$ cat src/rtl/ts_bus_sequencer.sv
// Turbosound-FM bus owner: CPU passthrough plus snapshot/restore loader that
// expands each request into timed AY bus cycles and restores the CPU context.
module ts_bus_sequencer #(
    parameter int unsigned HOLD = 4,
    parameter int unsigned GAP  = 4
) (
    input  logic       CLK,
    input  logic       RESET_N,
    input  logic       CPU_BDIR,
    input  logic       CPU_BC,
    input  logic [7:0] CPU_DI,
    input  logic       LD_REQ,
    input  logic       LD_CHIP,
    input  logic [7:0] LD_ADDR,
    input  logic [7:0] LD_DATA,
    output logic       LD_ACK,
    output logic       BDIR,
    output logic       BC,
    output logic [7:0] DO_BUS,
    output logic       BUSY,
    output logic       OVERRUN
);

    localparam int unsigned WIN = HOLD + GAP;
    localparam int unsigned CW  = $clog2(WIN);

    typedef enum logic [2:0] {
        S_IDLE, S_SEL, S_ADDR, S_DATA, S_RADDR, S_RSEL, S_REPLAY
    } state_t;

    state_t         state_q;
    logic [CW-1:0]  cnt_q;
    logic           bdir_q, bc_q, busy_q, ld_ack_q, ovr_q;
    logic [7:0]     do_q;
    logic           cpu_bdir_q;
    logic [7:0]     sel_shadow_q, cpu_addr_q;
    logic           addr_chip_q, addr_valid_q;
    logic           pend_valid_q, pend_bc_q;
    logic [7:0]     pend_di_q;
    logic           ld_chip_q, skip_sel_q;
    logic [7:0]     ld_addr_q, ld_data_q;

    // Combinational helpers: CPU edge decode, shadow next values, next state and its bus payload
    logic           cpu_edge_c, busy_c, cap_c, sel_wr_c, addr_wr_c;
    logic [7:0]     sel_shadow_d, cpu_addr_d;
    logic           addr_chip_d, addr_valid_d;
    logic           pend_any_c, start_c, cyc_end_c, raddr_ok_c, repl_c;
    logic           chip_c;
    logic [7:0]     addr_c, data_c;
    state_t         tail_c, nxt_c;
    logic           ent_bc_c;
    logic [7:0]     ent_do_c;

    always_comb begin
        cpu_edge_c   = CPU_BDIR && !cpu_bdir_q;
        busy_c       = (state_q != S_IDLE);
        cap_c        = cpu_edge_c && busy_c;
        sel_wr_c     = cpu_edge_c && CPU_BC && (CPU_DI[7:3] == 5'b11111);
        addr_wr_c    = cpu_edge_c && CPU_BC && (CPU_DI[7:3] != 5'b11111);
        sel_shadow_d = sel_wr_c  ? CPU_DI : sel_shadow_q;
        cpu_addr_d   = addr_wr_c ? CPU_DI : cpu_addr_q;
        addr_chip_d  = addr_wr_c ? sel_shadow_q[0] : addr_chip_q;
        addr_valid_d = addr_valid_q || addr_wr_c;
        pend_any_c   = pend_valid_q || cap_c;
        start_c      = !busy_c && LD_REQ && !CPU_BDIR;
        cyc_end_c    = busy_c && (cnt_q == CW'(WIN - 1));
        raddr_ok_c   = addr_valid_d && (addr_chip_d == ld_chip_q);
        chip_c       = busy_c ? ld_chip_q : LD_CHIP;
        addr_c       = busy_c ? ld_addr_q : LD_ADDR;
        data_c       = busy_c ? ld_data_q : LD_DATA;
        tail_c       = pend_any_c ? S_REPLAY : S_IDLE;

        nxt_c = S_IDLE;
        case (state_q)
            S_IDLE:   nxt_c = (sel_shadow_q[0] == LD_CHIP) ? S_ADDR : S_SEL;
            S_SEL:    nxt_c = S_ADDR;
            S_ADDR:   nxt_c = S_DATA;
            S_DATA:   nxt_c = raddr_ok_c ? S_RADDR : (!skip_sel_q ? S_RSEL : tail_c);
            S_RADDR:  nxt_c = !skip_sel_q ? S_RSEL : tail_c;
            S_RSEL:   nxt_c = tail_c;
            S_REPLAY: nxt_c = tail_c;
            default:  nxt_c = S_IDLE;
        endcase
        repl_c = cyc_end_c && (nxt_c == S_REPLAY);

        ent_bc_c = CPU_BC;
        ent_do_c = CPU_DI;
        case (nxt_c)
            S_SEL:    begin ent_bc_c = 1'b1; ent_do_c = {sel_shadow_d[7:1], chip_c}; end
            S_ADDR:   begin ent_bc_c = 1'b1; ent_do_c = addr_c; end
            S_DATA:   begin ent_bc_c = 1'b0; ent_do_c = data_c; end
            S_RADDR:  begin ent_bc_c = 1'b1; ent_do_c = cpu_addr_d; end
            S_RSEL:   begin ent_bc_c = 1'b1; ent_do_c = sel_shadow_d; end
            S_REPLAY: begin
                ent_bc_c = pend_valid_q ? pend_bc_q : CPU_BC;
                ent_do_c = pend_valid_q ? pend_di_q : CPU_DI;
            end
            default:  begin ent_bc_c = CPU_BC; ent_do_c = CPU_DI; end
        endcase
    end

    // Sequencer FSM, shadows, pending slot and registered bus outputs
    always_ff @(posedge CLK) begin
        if (!RESET_N) begin
            state_q      <= S_IDLE;
            cnt_q        <= '0;
            bdir_q       <= 1'b0;
            bc_q         <= 1'b0;
            do_q         <= 8'h00;
            busy_q       <= 1'b0;
            ld_ack_q     <= 1'b0;
            ovr_q        <= 1'b0;
            cpu_bdir_q   <= 1'b0;
            sel_shadow_q <= 8'hFF;
            cpu_addr_q   <= 8'h00;
            addr_chip_q  <= 1'b0;
            addr_valid_q <= 1'b0;
            pend_valid_q <= 1'b0;
            pend_bc_q    <= 1'b0;
            pend_di_q    <= 8'h00;
            ld_chip_q    <= 1'b0;
            skip_sel_q   <= 1'b0;
            ld_addr_q    <= 8'h00;
            ld_data_q    <= 8'h00;
        end else begin
            cpu_bdir_q   <= CPU_BDIR;
            sel_shadow_q <= sel_shadow_d;
            cpu_addr_q   <= cpu_addr_d;
            addr_chip_q  <= addr_chip_d;
            addr_valid_q <= addr_valid_d;
            ld_ack_q     <= 1'b0;
            ovr_q        <= 1'b0;

            // Pending slot: a replay frees it the same cycle a new write may land in it
            if (repl_c) begin
                pend_valid_q <= pend_valid_q && cap_c;
                if (cap_c) begin
                    pend_bc_q <= CPU_BC;
                    pend_di_q <= CPU_DI;
                end
            end else if (cap_c) begin
                if (pend_valid_q) begin
                    ovr_q <= 1'b1;
                end else begin
                    pend_valid_q <= 1'b1;
                    pend_bc_q    <= CPU_BC;
                    pend_di_q    <= CPU_DI;
                end
            end

            if (start_c) begin
                ld_chip_q  <= LD_CHIP;
                ld_addr_q  <= LD_ADDR;
                ld_data_q  <= LD_DATA;
                skip_sel_q <= (sel_shadow_q[0] == LD_CHIP);
                state_q    <= nxt_c;
                cnt_q      <= '0;
                busy_q     <= 1'b1;
                bdir_q     <= 1'b1;
                bc_q       <= ent_bc_c;
                do_q       <= ent_do_c;
            end else if (busy_c) begin
                if (cyc_end_c) begin
                    state_q <= nxt_c;
                    cnt_q   <= '0;
                    bc_q    <= ent_bc_c;
                    do_q    <= ent_do_c;
                    if (nxt_c == S_IDLE) begin
                        busy_q   <= 1'b0;
                        ld_ack_q <= 1'b1;
                        bdir_q   <= CPU_BDIR;
                    end else begin
                        bdir_q   <= 1'b1;
                    end
                end else begin
                    cnt_q <= cnt_q + 1'b1;
                    if (cnt_q == CW'(HOLD - 1)) begin
                        bdir_q <= 1'b0;
                    end
                end
            end else begin
                bdir_q <= CPU_BDIR;
                bc_q   <= CPU_BC;
                do_q   <= CPU_DI;
            end
        end
    end

    assign BDIR    = bdir_q;
    assign BC      = bc_q;
    assign DO_BUS  = do_q;
    assign BUSY    = busy_q;
    assign LD_ACK  = ld_ack_q;
    assign OVERRUN = ovr_q;

endmodule
$ cat config.mk
export PLATFORM = sky130hd
export DESIGN_NAME = ts_bus_sequencer
export DESIGN_NICKNAME = d
export VERILOG_FILES = /design/src/rtl/ts_bus_sequencer.sv
export SDC_FILE = /design/constraint.sdc
export NUM_CORES = 1
export LEC_CHECK = 0
export ABC_CLOCK_PERIOD_IN_PS = 3500
export BUFFER_PORTS_ARGS = -buffer_cell sky130_fd_sc_hd__buf_2
export CORE_MARGIN = 3
export CORE_UTILIZATION = 39
export DETAILED_ROUTE_END_ITERATION = 8
export PLACE_DENSITY = 0.62
export SYNTH_ARGS = -nofsm -noshare
export SYNTH_HDL_FRONTEND = slang
export SYNTH_SLANG_ARGS = --single-unit
$ cat constraint.sdc
create_clock -name CLK -period 3.5 [get_ports CLK]
set_input_delay 0.175 -clock CLK [delete_from_list [all_inputs] [get_ports CLK]]
set_output_delay 0.175 -clock CLK [all_outputs]
set_load 0.02 [all_outputs]
==> results of run 1 <==
-- metal layers --
layer	track usage, %	up-vias
li1	-	1524
met1	29.44	1500
met2	29.01	118
met3	3.643	16
met4	8.298	0
met5	0	-
-- logic make-up (layout without fill, tap and decap cells) --
logic type / after synthesis / in the layout / share of synthesized area (%)
compound gates: 132 / 132 / 27.74
xor+xnor: 1 / 1 / 0.2646
fa+ha+maj: 3 / 3 / 1.134
buf+inv: 36 / 72 / 4.800
flops: 66 / 66 / 39.91
mux: 21 / 21 / 6.349
simple gates: 136 / 136 / 19.80
-- power by group through the flow --
stage                     logic [uW]  clock network [uW]  registers [uW]
after floorplan                  240                   0             870
final                            376                 560             845
after global routing             413                 607             849
after CTS                        373                 571             843
after detailed placement         371                   0             859
after global placement           368                   0             860
-- flip-flops by register name, summed over array words and instances (netlist names), 3 cells and up --
signal        flops
sel_shadow_q      8
cnt_q             3
pend_di_q         8
DO_BUS            8
ld_data_q         8
state_q           3
cpu_addr_q        8
ld_addr_q         8
-- cell type report --
class / instances / area [um2]
Clock inverter: 3 / 15.01
Inverter: 6 / 22.52
Fill cell: 790 / 4232
Sequential cell: 66 / 1321
Tap cell: 102 / 127.6
Timing Repair Buffer: 50 / 270.3
Clock buffer: 13 / 148.9
Multi-Input combinational cell: 293 / 1831
-- worst max-delay path: stages, from the launching register on --
cell and delay [ns]:
dfxtp_1 0.31, and2b_1 0.39, o2111ai_1 0.25, nor3b_2 0.24
a211o_1 0.43, and4_4 0.33, o41ai_1 0.34, a21oi_1 0.11
-- synth_stat cells (7+ instances only) --
master / number
a221oi_1: 7
o221ai_1: 7
a22oi_1: 8
mux2i_1: 21
o21ai_0: 18
nor3_1: 8
nor2_1: 38
nand2_1: 47
or3_1: 7
a211oi_1: 7
clkbuf_1: 23
o32ai_1: 7
a21oi_1: 33
o22ai_1: 8
dfxtp_1: 66
-- stage by stage --
| stage | total power (uW) | worst slack (ns) | hold slack (ns) | std cells | cell area (um2) |
|---|---|---|---|---|---|
| 2_1_floorplan | 1109 | 1.368 | 0.2967 | 395 | 3311 |
| 3_3_place_gp | 1228 | 0.9959 | 0.4152 | 517 | 3572 |
| 3_5_place_dp | 1230 | 1.000 | 0.4232 | 517 | 3572 |
| 4_1_cts | 1787 | 0.9993 | 0.04614 | 533 | 3736 |
| 5_1_grt | 1869 | 0.8352 | 0.05736 | 533 | 3736 |
| 6_report | 1781 | 0.9712 | 0.06269 | 533 | 3736 |
-- worst paths after layout --
path         depth (start not counted)                       start                    endpoint  slack, ns
max                                  7       cpu_bdir_q$_SDFF_PN0_             BC$_SDFFE_PN0P_       0.97
min                                  3                  LD_DATA[3]   ld_data_q[3]$_SDFFE_PN0P_       0.06
max reg2reg                          7       cpu_bdir_q$_SDFF_PN0_             BC$_SDFFE_PN0P_       0.97
min reg2reg                          1  sel_shadow_q[7]$_SDFF_PN1_  sel_shadow_q[7]$_SDFF_PN1_       0.45
==> metrics.md, run 1 <==
| Metric | Value |
|---|---|
| Outcome | complete, no violations |
| Largest cells by area after synthesis | dfxtp_1 (40%), mux2i_1 (6.3%), nand2_1 (5.3%), a21oi_1 (5.0%), nor2_1 (4.3%) |
| Rows | 32 |
| Final Max Tran Viols | 0 |
| Total grt overflow | 0 |
| CTS Buf Count | 9 |
| CORE AREA | between 0.007 and 0.008 mm2 |
| Most frequent cells in the layout | dfxtp_1 (66), nand2_1 (47), buf_2 (42) |
| Ys Warns | 0 |
| Buffers on Ports | 42 |
| Most common cell after layout, fill and taps aside | dfxtp_1 |
| CP startpoint kind | register |
| Metal-1 WL | around 4.7 mm |
| NetSw | about 570 uW |
| Sequential share of power | 47.4% |
| Netlist cell types | just over 60 |
| PostCTS Resize Cnt | 0 |
| Clk Latency, worst-skew pair | 0.35 ns |
| DIE AREA | 0.009630 mm2 |
| Largest net degree at the start of global routing | 31 |
| Detail Route Antenna Nets | 0 |
| CP endpoint kind | register |
| Period minus WS final | approximately 2.5 ns |
| First-pass GRT wire length | 15.61 mm |
| Die W | 98.14 um |
| Cell Int Power | 1212 uW |
| Top Metal Used | met4 |
| Clk_skew | 0.01109 ns |
| Antenna violations before repair | 0 |
| TritonCTS clock tree | built |
| RSZ-0062 raised after global routing | no |
| Peak supply drop | 0.0002233 V |
| TritonCTS Sinks | 66 |
| Final Hold Fails | 0 |
| Fraction of power spent switching nets | 31.92% |
| Mapped Area | about 0.0033 mm2 |
| Hold-fix buffers, CTS | 0 |
| Seq/Total Area, Yosys | approximately two fifths |
| Least-Margin Pin Slew | 0.7123 ns |
| Nets | 459 |
| Clock power share | approximately a third |
| Post-synth EDFFs | 0 |
| FMAX | 395.4 MHz |
| WL/cell | 17.81 um |
| Post-CTS Setup Bufs | 0 |
| Die Ht | 98.14 um |
| P&R area growth vs syn | 12.85% |
| Vias | 3158 |
| Hpwl dp | around 6.8 mm |
| Largest area contributor in the netlist | dfxtp_1 |
| Pwr dens | 476.6 mW/mm2 |
| Cell leakage power | 0.001386 uW |
| Final period util | between 70% and 80% |
| Max Root-Sink Buffers | 2 |
| Vias/cell | just under 6 |
| DR WL met3 | 596 um |
| Pre-Repair DR Iteration Count | 5 |
| Maximum Capacitance Violations | 0 |
| Share of the core filled with cells | 46.89% |
| Synthesized net count | about 430 |
| Crit Path Class | register to register |
| Worst-path clk slew | roughly 0.070 ns |
| DR DRC count | 0 |
| Logic pwr share | 21.1% |
| Required time worst endpoint | 3.73 ns |
| Placer Congestion | a little over 0.9 |
| Met2 Wirelength | roughly 4.0 mm |
| # setup viols final | 0 |
| Accumulated negative setup slack | 0 ns |
| FF+latch count, synth | 66 |
| Num ports | 43 |
| GRT Resource Usage Total | 20.12% |
| Synth top area share | 39.91% |
| Htree depth | 3 |
| Cells after Synth | slightly below 400 |
| Hold WC Path Type | input pin to register |
| Vias in the first global route | 2947 |
| Final wirelength | 9.492 mm |
| Synth Flop Type | dfxtp_1 |
| Number of diodes | 0 |
| Mean post-synth cell area | 8.381 um2 |
| Arrival @ worst endpoint | 2.76 ns |
| Worst relative slew slack | 52.52% |
| CP max FO | 12 |
| Initial core utilization | 41.55% |
| FFs w/ async S/R, synth | 0% |
| First DRT Iteration DRCs | 278 |
| Clock root cell | clkbuf_8 |
| Share of layout cells above drive strength 1 | 18.33% |
Note: power is estimated with default switching activity, not from simulation.
==> run 2, diff against run 1 <==
--- a/config.mk
+++ b/config.mk
@@ -5,12 +5,13 @@
 export SDC_FILE = /design/constraint.sdc
 export NUM_CORES = 1
 export LEC_CHECK = 0
-export ABC_CLOCK_PERIOD_IN_PS = 3500
+export ABC_AREA = 1
+export ABC_CLOCK_PERIOD_IN_PS = 2600
 export BUFFER_PORTS_ARGS = -buffer_cell sky130_fd_sc_hd__buf_2
 export CORE_MARGIN = 3
 export CORE_UTILIZATION = 39
 export DETAILED_ROUTE_END_ITERATION = 8
-export PLACE_DENSITY = 0.62
+export PLACE_DENSITY = 0.61
 export SYNTH_ARGS = -nofsm -noshare
 export SYNTH_HDL_FRONTEND = slang
 export SYNTH_SLANG_ARGS = --single-unit
==> constraint.sdc (replaced) <==
create_clock -name CLK -period 2.6 [get_ports CLK]
set_input_delay 0.13 -clock CLK [delete_from_list [all_inputs] [get_ports CLK]]
set_output_delay 0.13 -clock CLK [all_outputs]
set_load 0.02 [all_outputs]
==> run 2 against run 1 <==
Effect of this change: register-to-register slack got worse by 0.67 ns; worst hold slack got worse by 0.026 ns; worst setup slack got worse by 0.67 ns.
==> metrics.md, run 2 <==
| Metric | Value |
|---|---|
| Outcome | complete, no violations |
| Share of the core filled with cells | 46.42% (-0.47 points) |
| Synthesized net count | 555 (+30%) |
| Clk_skew | 0.01017 ns (-0.0009173 ns) |
| Synth Flop Type | dfxtp_1 |
| Number of diodes | 0 (unchanged) |
| FMAX | 435.8 MHz (+10%) |
| Largest net degree at the start of global routing | 40 (+29%) |
| Most common cell after layout, fill and taps aside | nand2_1 |
| Simple-gate portion of the synthesized area | 30.46% (+11 points) |
| Nets | 590 (+29%) |
| Pwr Total | 2979 uW (+67%) |
| Share of layout cells above drive strength 1 | 18.86% (+0.53 points) |
| RSZ-0062 raised after global routing | no |
| Cell leakage power | 0.001877 uW (+35%) |
| Register area | 0.001323 mm2 (about the same) |
| Logic pwr share | 25.5% (+4.4 points) |
| Accumulated negative setup slack | 0 ns (unchanged) |
| TritonCTS Sinks | 66 (unchanged) |
| NetSw | 974.6 uW (+71%) |
| Worst path max stage delay | 0.43 ns (about the same) |
| CP max-delay cell | dfxtp_2 |
| Clock power share | 35.9% (+4.5 points) |
| P&R area growth vs syn | 14.15% |
| Detail Route Antenna Nets | 0 (unchanged) |
| CTS Buf Count | 9 (unchanged) |
| Initial core utilization | 40.67% (-0.88 points) |
| TritonCTS clock tree | built |
| Final instance area | 0.004108 mm2 (+9.9%) |
| Netlist cell types | 35 (-43%) |
| CP delay by family, top | simple AND/OR/NAND/NOR gates |
| CORE AREA | 0.008848 mm2 (+11%) |
| Post-synthesis xor/xnor area fraction | 0% (-0.26 points) |
| Worst-path clk slew | 0.08 ns (about the same) |
| WL/cell | 14.64 um (-18%) |
| Mapped Area | 0.003598 mm2 (+8.7%) |
| Cells after Synth | 522 (+32%) |
| Crit Path Class | register to register |
| FF+latch count, synth | 66 (unchanged) |
| Cell Int Power | 2004 uW (+65%) |
| DIE AREA | 0.01042 mm2 (+8.1%) |
| First DRT Iteration DRCs | 193 (-31%) |
| Maximum Capacitance Violations | 0 (unchanged) |
| Htree depth | 3 (unchanged) |
| CP max FO | 20 (+8) |
| First-pass GRT wire length | 16.02 mm (+2.6%) |
| Ys Warns | 0 (unchanged) |
| Mux contribution to synthesized area | 0% (-6.3 points) |
| Fraction of power spent switching nets | 32.72% (+0.80 points) |
| Vias/cell | 5.167 (-13%) |
| Synth Area in Compound Gates | 19.92% (-7.8 points) |
| FFs w/ async S/R, synth | 0% (unchanged) |
| Buffers on Ports | 42 (unchanged) |
| Vias | 3462 (+9.6%) |
| Synth cell count leaders | nand2_1 (91), a21oi_1 (67), inv_1 (67), dfxtp_1 (66), nor2_1 (57) |
| Pwr dens | 725.2 mW/mm2 (+52%) |
| Hold-fix buffers, CTS | 0 (unchanged) |
| Largest cells by area after synthesis | dfxtp_1 (37%), nand2_1 (9.5%), a21oi_1 (9.3%), inv_1 (7.0%), nor2_1 (5.9%) |
| Largest family of logic cells by synthesized area | simple AND/OR/NAND/NOR gates |
| Hpwl dp | 7.206 mm (+5.6%) |
| Die W | 102.1 um (+4.0%) |
| Num ports | 43 (unchanged) |
| Rows | 34 (+6.3%) |
| Sequential share of power | 38.6% (-8.8 points) |
| Period minus WS final | 2.295 ns (-0.2342 ns) |
| # setup viols final | 0 (unchanged) |
| Worst relative slew slack | 45.51% (-7.0 points) |
| Peak supply drop | 0.0003108 V (+39%) |
| Largest area contributor in the netlist | dfxtp_1 |
| Final wirelength | 9.809 mm (+3.3%) |
| Worst-path cell chain | inv_1 > nand2_4 > nor2_8 > nor2_8 > nor2_4 > nand2_2 > nand2_1 > nand3b_2 > nand2_2 > inv_4 > nand4_4 > a21oi_1 > o21ai_1 > a21oi_1 |
| Most common cell in the netlist | nand2_1 |
| Seq/Total Area, Yosys | 36.72% (-3.2 points) |
| Antenna violations before repair | 0 (unchanged) |
| Pre-Repair DR Iteration Count | 5 (unchanged) |
| Placed standard-cell area | 0.003862 mm2 (+8.1%) |
| Fin worst setup slack | 0.3053 ns (-0.6658 ns) |
| Required time worst endpoint | 2.85 ns (-0.88 ns) |
| Clock root cell | clkbuf_8 |
| Mean post-synth cell area | 6.894 um2 (-18%) |
| Post-synth EDFFs | 0 (unchanged) |
| CP startpoint kind | register |
| Critical path buffers and inverters | 2 (+2) |
| Final period util | 88.26% (+16 points) |
| Adder-cell area share of the yosys netlist | 1.043% (-0.091 points) |
| Final Hold Fails | 0 (unchanged) |
| Synth top area share | 36.72% (-3.2 points) |
| Arrival @ worst endpoint | 2.55 ns (-0.21 ns) |
| CP endpoint kind | register |
| Least-Margin Pin Slew | 0.8124 ns (+0.1001 ns) |
| Pre-CTS setup slack | 0.2120 ns (-0.7882 ns) |
| Multi-input gate area | 0.001851 mm2 (+1.1%) |
| Fillers | 925 (+17%) |
| Most frequent cells in the layout | nand2_1 (91), inv_1 (67), a21oi_1 (67) |
| Die Ht | 102.1 um (+4.0%) |
| DR DRC count | 0 (unchanged) |
| Clk Latency, worst-skew pair | 0.35 ns (about the same) |
| Max Root-Sink Buffers | 2 (unchanged) |
| Vias in the first global route | 3200 (+8.6%) |
| Placer Congestion | 0.8710 (-4.5%) |
| Total grt overflow | 0 (unchanged) |
| Final Max Tran Viols | 0 (unchanged) |
| Hold WC Path Type | input pin to register |
| GRT Resource Usage Total | 19.98% (-0.13 points) |
run 2: what timing repair did:
action,CTS,global route
setup buffers,0,0
endpoints found under the setup margin,0,9
gates resized for setup,0,1
run 2: kinds of logic (layout without fill, tap and decap cells):
logic type,Yosys count,after routing
and+or+nand+nor,216,216
buffers and inverters,102,142
adders and majority gates,3,3
AOI/OAI and AO/OA,135,135
DFF,66,66
run 2: layout make-up:
type | count | share of cell area (%)
Clock buffer | 12 | 3.533
Clock inverter | 4 | 2.406
Inverter | 78 | 7.310
Multi-Input combinational cell | 354 | 45.05
Sequential cell | 66 | 32.20
Tap cell | 108 | 3.290
Timing Repair Buffer | 48 | 6.214
run 2: per-layer routing:
metal	part of all wire [%]	GRT usage [%]
met3	4.7	4.300
met4	1.8	6.559
met2	47	31.33
met5	0	0
met1	47	27.41
run 2: per-stage QoR:
stage,std cells,hold slack (ns)
final,670,0.03687
after floorplan,522,0.2235
after detailed placement,654,0.3954
after global routing,670,0.04059
after global placement,654,0.4025
after CTS,670,0.02631
run 2: final timing paths:
kind | slack, ns | start | endpoint | cells after the start
min | 0.04 | CPU_BDIR | cpu_bdir_q$_SDFF_PN0_ | 3
max | 0.31 | state_q[1]$_SDFFE_PN0P_ | pend_di_q[4]$_SDFFE_PN0P_ | 14
max reg2reg | 0.31 | state_q[1]$_SDFFE_PN0P_ | pend_di_q[4]$_SDFFE_PN0P_ | 14
min reg2reg | 0.43 | sel_shadow_q[7]$_SDFF_PN1_ | sel_shadow_q[7]$_SDFF_PN1_ | 2
run 2: tightest hold or removal path: cells and delay by family:
| family | cells | cell delay, ns |
|---|---|---|
| buffers and inverters | 2 | 0.17 |
| and+or+nand+nor | 1 | 0.06 |
run 2: power by group through the flow:
stage                     Combinational [uW]  Clock [uW]  Sequential (uW)
after detailed placement                 756           0             1170
after floorplan                          525           0             1200
after global placement                   747           0             1170
after CTS                                761        1090             1150
after global routing                     845        1130             1160
final                                    761        1070             1150
